`src/rtl/serial_pattern_tx.sv`:
```
// Serial pattern transmitter: shifts a WIDTH-bit word out MSB first, repeated reps times.
// Optional per-word even-parity bit when SERIAL_PATTERN_TX_PARITY_EN is defined.
module serial_pattern_tx #(
    parameter int WIDTH = 5,
    parameter int REP_W = 4
) (
    input  logic             clk,
    input  logic             reset,
    input  logic             load_valid,
    output logic             load_ready,
    input  logic [WIDTH-1:0] pattern,
    input  logic [REP_W-1:0] reps,
    input  logic             abort,
    output logic             dout,
    output logic             dout_valid,
    output logic             busy,
    output logic             done
);

    localparam int BW = $clog2(WIDTH);
    localparam logic [BW-1:0] LAST_BIT = BW'(WIDTH - 1);
    localparam logic [REP_W-1:0] ONE_REP = REP_W'(1);

`ifdef SERIAL_PATTERN_TX_PARITY_EN
    typedef enum logic [1:0] {IDLE, SHIFT, PAR} state_t;
`else
    typedef enum logic [1:0] {IDLE, SHIFT} state_t;
`endif

    state_t           state_q, state_d;
    logic [WIDTH-1:0] shreg_q, shreg_d;
    logic [WIDTH-1:0] pat_q, pat_d;
    logic [REP_W-1:0] rep_q, rep_d;
    logic [BW-1:0]    bit_q, bit_d;
    logic             dout_q, dout_d;
    logic             valid_q, valid_d;
    logic             done_q, done_d;
    logic             word_end;

    always_ff @(posedge clk) begin
        if (reset) begin
            state_q <= IDLE;
            shreg_q <= '0;
            pat_q   <= '0;
            rep_q   <= '0;
            bit_q   <= '0;
            dout_q  <= 1'b0;
            valid_q <= 1'b0;
            done_q  <= 1'b0;
        end else begin
            state_q <= state_d;
            shreg_q <= shreg_d;
            pat_q   <= pat_d;
            rep_q   <= rep_d;
            bit_q   <= bit_d;
            dout_q  <= dout_d;
            valid_q <= valid_d;
            done_q  <= done_d;
        end
    end

    // Outputs are computed for the next cycle: bit_q indexes the bit on dout now.
    always_comb begin
        state_d  = state_q;
        shreg_d  = shreg_q;
        pat_d    = pat_q;
        rep_d    = rep_q;
        bit_d    = bit_q;
        dout_d   = 1'b0;
        valid_d  = 1'b0;
        done_d   = 1'b0;
        word_end = 1'b0;
        case (state_q)
            IDLE: begin
                if (load_valid) begin
                    pat_d   = pattern;
                    rep_d   = (reps == '0) ? ONE_REP : reps;
                    shreg_d = {pattern[WIDTH-2:0], 1'b0};
                    dout_d  = pattern[WIDTH-1];
                    valid_d = 1'b1;
                    bit_d   = '0;
                    state_d = SHIFT;
                end
            end
            SHIFT: begin
                if (abort) begin
                    state_d = IDLE;
                    bit_d   = '0;
                end else if (bit_q == LAST_BIT) begin
`ifdef SERIAL_PATTERN_TX_PARITY_EN
                    state_d = PAR;
                    dout_d  = ^pat_q;
                    valid_d = 1'b1;
                    bit_d   = '0;
`else
                    word_end = 1'b1;
`endif
                end else begin
                    dout_d  = shreg_q[WIDTH-1];
                    shreg_d = {shreg_q[WIDTH-2:0], 1'b0};
                    bit_d   = bit_q + 1'b1;
                    valid_d = 1'b1;
                end
            end
`ifdef SERIAL_PATTERN_TX_PARITY_EN
            PAR: begin
                if (abort) begin
                    state_d = IDLE;
                    bit_d   = '0;
                end else begin
                    word_end = 1'b1;
                end
            end
`endif
            default: begin
                state_d = IDLE;
            end
        endcase

        // Either reload the word with no gap, or finish and pulse done.
        if (word_end) begin
            bit_d = '0;
            if (rep_q > ONE_REP) begin
                rep_d   = rep_q - ONE_REP;
                shreg_d = {pat_q[WIDTH-2:0], 1'b0};
                dout_d  = pat_q[WIDTH-1];
                valid_d = 1'b1;
                state_d = SHIFT;
            end else begin
                state_d = IDLE;
                done_d  = 1'b1;
            end
        end
    end

    assign load_ready = (state_q == IDLE) && !reset;
    assign dout       = dout_q;
    assign dout_valid = valid_q;
    assign busy       = (state_q != IDLE);
    assign done       = done_q;

endmodule
```
`config.mk`:
```
export PLATFORM = sky130hd
export DESIGN_NAME = serial_pattern_tx
export DESIGN_NICKNAME = d
export VERILOG_FILES = /design/src/rtl/serial_pattern_tx.sv
export SDC_FILE = /design/constraint.sdc
export NUM_CORES = 1
export LEC_CHECK = 0
export CORE_ASPECT_RATIO = 0.75
export CORE_MARGIN = 1
export CORE_UTILIZATION = 45
export CTS_CLUSTER_SIZE = 10
export DETAILED_ROUTE_END_ITERATION = 7
export GPL_TIMING_DRIVEN = 1
export HOLD_SLACK_MARGIN = 0.12
export PLACE_DENSITY = 0.69
export SKIP_LAST_GASP = 1
export SLEW_MARGIN = 20
export SYNTH_ARGS = -nofsm -noshare
export SYNTH_HDL_FRONTEND = slang
export SYNTH_SLANG_ARGS = --single-unit
```
`constraint.sdc`:
```
create_clock -name clk -period 1.3 [get_ports clk]
set_input_delay 0.26 -clock clk [delete_from_list [all_inputs] [get_ports clk]]
set_output_delay 0.26 -clock clk [all_outputs]
set_load 0.02 [all_outputs]
```
==> results of run 1 <==
-- flip-flops by register name (all words and copies together), names as in the netlist --
signal	cells
bit_q	3
done	1
dout	1
dout_valid	1
pat_q	5
rep_q	4
shreg_q	5
state_q	1
-- per-stage QoR --
| stage | utilization | cells | hold WS [ns] |
|---|---|---|---|
| 2_1_floorplan | - | 110 | 0.332 |
| 4_1_cts | 0.706 | 172 | 0.463 |
| 3_5_place_dp | 0.647 | 161 | 0.447 |
| 5_1_grt | 0.735 | 173 | 0.477 |
| 3_3_place_gp | 0.647 | 161 | 0.446 |
| 6_report | 0.735 | 173 | 0.463 |
-- what timing repair did --
item	CTS	global route
gates resized for setup	23	15
buffers inserted	7	1
pin swaps	14	9
endpoints found under the setup margin	19	16
-- per-layer routing --
metal	up-vias	GRT usage
li1	473	-
met1	433	0.309
met2	34	0.337
met3	4	0.0741
met4	0	0.0550
met5	-	0
-- how the worst min path moves through the flow --
stage                     startpoint  endpoint  slack, ns  cells after the start
after floorplan                reset  bit_q[0]       0.33                      1
after global placement      pat_q[3]  pat_q[3]       0.45                      2
after detailed placement    pat_q[1]  pat_q[1]       0.45                      2
after CTS                   pat_q[1]  pat_q[1]       0.46                      2
after global routing        pat_q[2]  pat_q[2]       0.48                      2
final                       pat_q[2]  pat_q[2]       0.46                      2
-- kinds of logic (layout without fill, tap and decap cells) --
kind of cell,count (synthesis),in the layout
multiplexers,2,2
AND/OR/NAND/NOR,46,46
adder cells (fa/ha/maj),4,4
AO/OA/AOI/OAI,27,27
buffers and inverters,10,49
flip-flops,21,21
-- where the power goes --
part / internal, mW / total, mW / switching [mW] / leakage (nW)
Combinational: 0.143 / 0.272 / 0.129 / 0.388
Clock: 0.120 / 0.315 / 0.196 / 0.0150
Sequential: 0.676 / 0.707 / 0.0307 / 0.174
-- critical path: stages, from the launching register on --
cell	delay [ns]
dfxtp_2	0.34
inv_2	0.06
ha_4	0.14
and4b_2	0.29
o31a_4	0.23
buf_6	0.11
a211oi_2	0.02
a211oi_1	0.17
-- synthesized netlist by cell type, types with 2 or more instances --
cell type / number / area (µm²)
nand2_1: 16 / 60.1
and4b_1: 2 / 20.0
nor2_1: 12 / 45.0
clkbuf_1: 3 / 11.3
a211oi_1: 6 / 45.0
a31oi_1: 3 / 18.8
nand3_1: 3 / 15.0
nor2b_1: 2 / 12.5
a221oi_1: 4 / 35.0
dfxtp_1: 21 / 420
inv_1: 4 / 15.0
a21oi_1: 8 / 40.0
nor3_1: 5 / 25.0
ha_1: 4 / 50.1
-- layout make-up --
cell class	instances	area, µm²
Sequential cell	21	429
Multi-Input combinational cell	79	631
Timing Repair Buffer	41	344
Clock buffer	4	26.3
Fill cell	157	534
Tap cell	24	30.0
Inverter	4	20.0
==> results.cfg, run 1 <==
[finish]
final_nets = 167
antenna_cells = 0
final_common_cell = buf_4
drive_above_1_share = 0.436
area_growth_pct = 54.2
layout_common_cells = buf_4, dfxtp_1, nand2_1, clkdlybuf4s50_1, nor2_1
design_area_um2 = 1480

[clocking]
clock_latency_ns = 0.31
numCtsBuffers = 3
root_buffer = clkbuf_4
cts.sinks = 21
clk_pin_slew_ns = 0.12
clk_path_buf_depth = 2
htree_levels = 1
holdBufCountCts = 0
cts_tree = built

[synthesis]
synth_edf_count = 0
synth-xor-area-share = 0
syn_area_um2 = 960
ys_seq_area_frac = 0.438
synthesis.nets = 127
synth_compound_area_frac = 0.209
ys_warn_count = 0
ys_ff_latch = 21
synthAdderAreaFrac = 0.0522
ys_types = 31
async_flop_share = 0
ys.flop_type = dfxtp_1
postSynthCellCount = 110
synth_top_family_by_area = simple AND/OR/NAND/NOR gates
syn_area_per_cell_um2 = 8.72
muxShareOfSynthArea = 0.0222
synth-simple-area-share = 0.228

[floorplanning]
die_area_um2 = 2320
io_pins = 18
core-area_um2 = 2010
initial_utilization = 0.476
die_width_um = 55.3
die_h_um = 42.0
num_rows = 14

[placed_design]
hpwl_um = 1650
numPortBuffers = 17
place_congestion = 0.739
dpl_worst_slack_ns = -0.447
placed_area_um2 = 1300

[outcome]
status = finished, violations left
violations = setup timing

[critical_path]
r2r_setup_slack_ns = -0.15
endpoint = rep_q[1]
start_kind = flop
rr_worst_depth = 7
cp_data_required_time_ns = 1.53
path_max_fanout = 8
rr_endpoint = rep_q[1]
cp-startpoint = bit_q[0]
worstPathArrival_ns = 1.68
critical_path_class = flop to flop
crit-reg2reg-launch = bit_q[0]
crit_path_end_kind = flop

[pwr]
finalPower_mw = 1.29
p_per_area_nw_per_um2 = 874
vdd_ir_drop_max_uv = 659
power.leakage_nw = 0.577

[sta]
skew_ns = 0.0121
setup_slack_ns = -0.152
fin_crit_sh = 1.12
rsz0062_at_grt = yes
worst_pin_slew_ns = 0.438
max_freq_ghz = 0.689
finalSetupViolCount = 11
setup_tns_ns = -1.22
slew_viol_final = 0
finalHoldViolCount = 0
layout_min_cycle_time_ns = 1.45
slew_headroom = 0.708

[detailed_routing]
wl_met3_um = 174
routed_wl_um = 2530
wl_per_cell_um = 14.6
viasPerCell = 5.46
wirelength_met1_um = 1180
drc = 0
vias = 944
routed.top_layer = met4
dr_wl_met2_um = 1150
drtIter0Drc = 49
ant_nets = 0
firstDrtPassIters = 5

[global_routing]
grt_antenna_before_repair = 0
grt_max_degree = 22
grtUsageTotal = 0.223
grt_pass1_vias = 861
grt_first_pass_wirelength_um = 3950
overflow = 0

[run]
cap_viol_max_count = 0

[min_path]
hold_path.class = flop to flop
(Power assumes the default switching activity.)
==> inputs of run 2 (changes only) <==
--- a/config.mk
+++ b/config.mk
@@ -12,9 +12,10 @@
 export DETAILED_ROUTE_END_ITERATION = 7
 export GPL_TIMING_DRIVEN = 1
 export HOLD_SLACK_MARGIN = 0.12
+export MAX_ROUTING_LAYER = met4
 export PLACE_DENSITY = 0.69
 export SKIP_LAST_GASP = 1
-export SLEW_MARGIN = 20
+export SLEW_MARGIN = 40
 export SYNTH_ARGS = -nofsm -noshare
 export SYNTH_HDL_FRONTEND = slang
 export SYNTH_SLANG_ARGS = --single-unit
==> run 2 against run 1 <==
Net effect:
- the run still ends with setup timing left
- cell area unchanged
- worst setup slack got worse by 0.00068 ns
- fmax about the same
- combinational power about the same
- register-to-register slack about the same
- flip-flop and latch count unchanged
- clock power about the same
- largest power group unchanged
- die area unchanged
- highest routed layer unchanged
==> results.cfg, run 2 (same netlist as run 1, synthesis figures left out) <==
[outcome]
status = finished, violations left
violations = setup timing

[detailed_routing]
ant_nets = 0
vias = 942
drtIter0Drc = 54
viasPerCell = 5.45
wl_per_cell_um = 14.5
routed_wl_um = 2510
drc = 0
firstDrtPassIters = 4

[clocking]
cts.sinks = 21
cts_tree = built
clk_pin_slew_ns = 0.12
root_buffer = clkbuf_4
clk_path_buf_depth = 2
holdBufCountCts = 0
clock_latency_ns = 0.31
numCtsBuffers = 3
htree_levels = 1

[floorplanning]
num_rows = 14
io_pins = 18
initial_utilization = 0.476
die_area_um2 = 2320
die_h_um = 42.0
die_width_um = 55.3
core-area_um2 = 2010

[sta]
setup_tns_ns = -1.21
setup_slack_ns = -0.153
slew_viol_final = 0
fin_crit_sh = 1.12
whs_ns = 0.464
finalSetupViolCount = 11
skew_ns = 0.0122
finalHoldViolCount = 0
slew_headroom = 0.707
max_freq_ghz = 0.688
rsz0062_at_grt = yes
worst_pin_slew_ns = 0.440
layout_min_cycle_time_ns = 1.45

[placed_design]
numPortBuffers = 17
place_congestion = 0.748
hpwl_um = 1650
dpl_worst_slack_ns = -0.447
placed_area_um2 = 1300
dp_cells = 161

[global_routing]
grt_max_degree = 22
grt_antenna_before_repair = 0
grt_first_pass_wirelength_um = 3970
grtUsageTotal = 0.229
grt_pass1_vias = 863
overflow = 0

[pwr]
power.leakage_nw = 0.577
finalPower_mw = 1.29
p_per_area_nw_per_um2 = 875
vdd_ir_drop_max_uv = 661

[critical_path]
path_depth = 7
worstPathArrival_ns = 1.68
slowest_delay_ns = 0.34
cp.buffers_inverters = 2
crit_path_cell_trace = inv_2 -> ha_4 -> and4b_2 -> o31a_4 -> buf_6 -> a211oi_2 -> a211oi_1
critical_path_class = flop to flop
crit_family = compound AO/OA/AOI/OAI gates
rr_worst_depth = 7
start_kind = flop
slowest_stage = dfxtp_2
crit_path_end_kind = flop
path_max_fanout = 8
r2r_setup_slack_ns = -0.15
cp_data_required_time_ns = 1.53

[finish]
final_nets = 167
final_common_cell = buf_4
regArea_um2 = 429
fillerInstances = 157
design_area_um2 = 1480
drive_above_1_share = 0.436
layout_common_cells = buf_4, dfxtp_1, nand2_1, clkdlybuf4s50_1, nor2_1
final_cells = 173
area_growth_pct = 54.2
multiInputGateArea_um2 = 631
antenna_cells = 0
biggestRegsByFlops = pat_q: 5 flops, shreg_q: 5 flops, rep_q: 4 flops
utilization = 0.735

[min_path]
hold_path.class = flop to flop
hold_depth = 2

[run]
cap_viol_max_count = 0
run 2: cell counts in the layout (fill, tap and decap cells not counted):
Identical to the previous run, type by type.
run 2: metal layers:
metal,GRT usage,part of all wire
met1,0.311,0.48
met2,0.337,0.46
met3,0.0710,0.050
met4,0.0550,0.0095
met5,-,0
run 2: tightest hold or removal path, delay by kind of cell, from the launching register on:
family             cells  cell delay, ns
AOI/OAI and AO/OA      1            0.05
and+or+nand+nor        1            0.05
DFF                    1            0.32
run 2: final timing paths:
kind	from	endpoint
worst max-delay path	bit_q[0]	rep_q[1]
worst min register to register	pat_q[2]	pat_q[2]
worst max register to register	bit_q[0]	rep_q[1]
worst min-delay path	pat_q[2]	pat_q[2]
run 2: what timing repair did:
action,4_1_cts,5_1_grt
setup buffers,7,1
resized for setup,23,15
endpoints found under the setup margin,19,16
pin swaps,14,9
run 2: power breakdown:
part	leakage, nW	internal [mW]	total [mW]	switching [mW]
Clock	0.0150	0.120	0.315	0.196
Sequential	0.174	0.676	0.707	0.0306
Combinational	0.388	0.143	0.273	0.129
Total	0.577	0.939	1.29	0.356
run 2: layout make-up:
cell class	count	area share
timing repair buffer	41	0.232
multi-input combinational	79	0.426
tap	24	0.0203
clock buffer	4	0.0178
inverter	4	0.0135
sequential	21	0.290
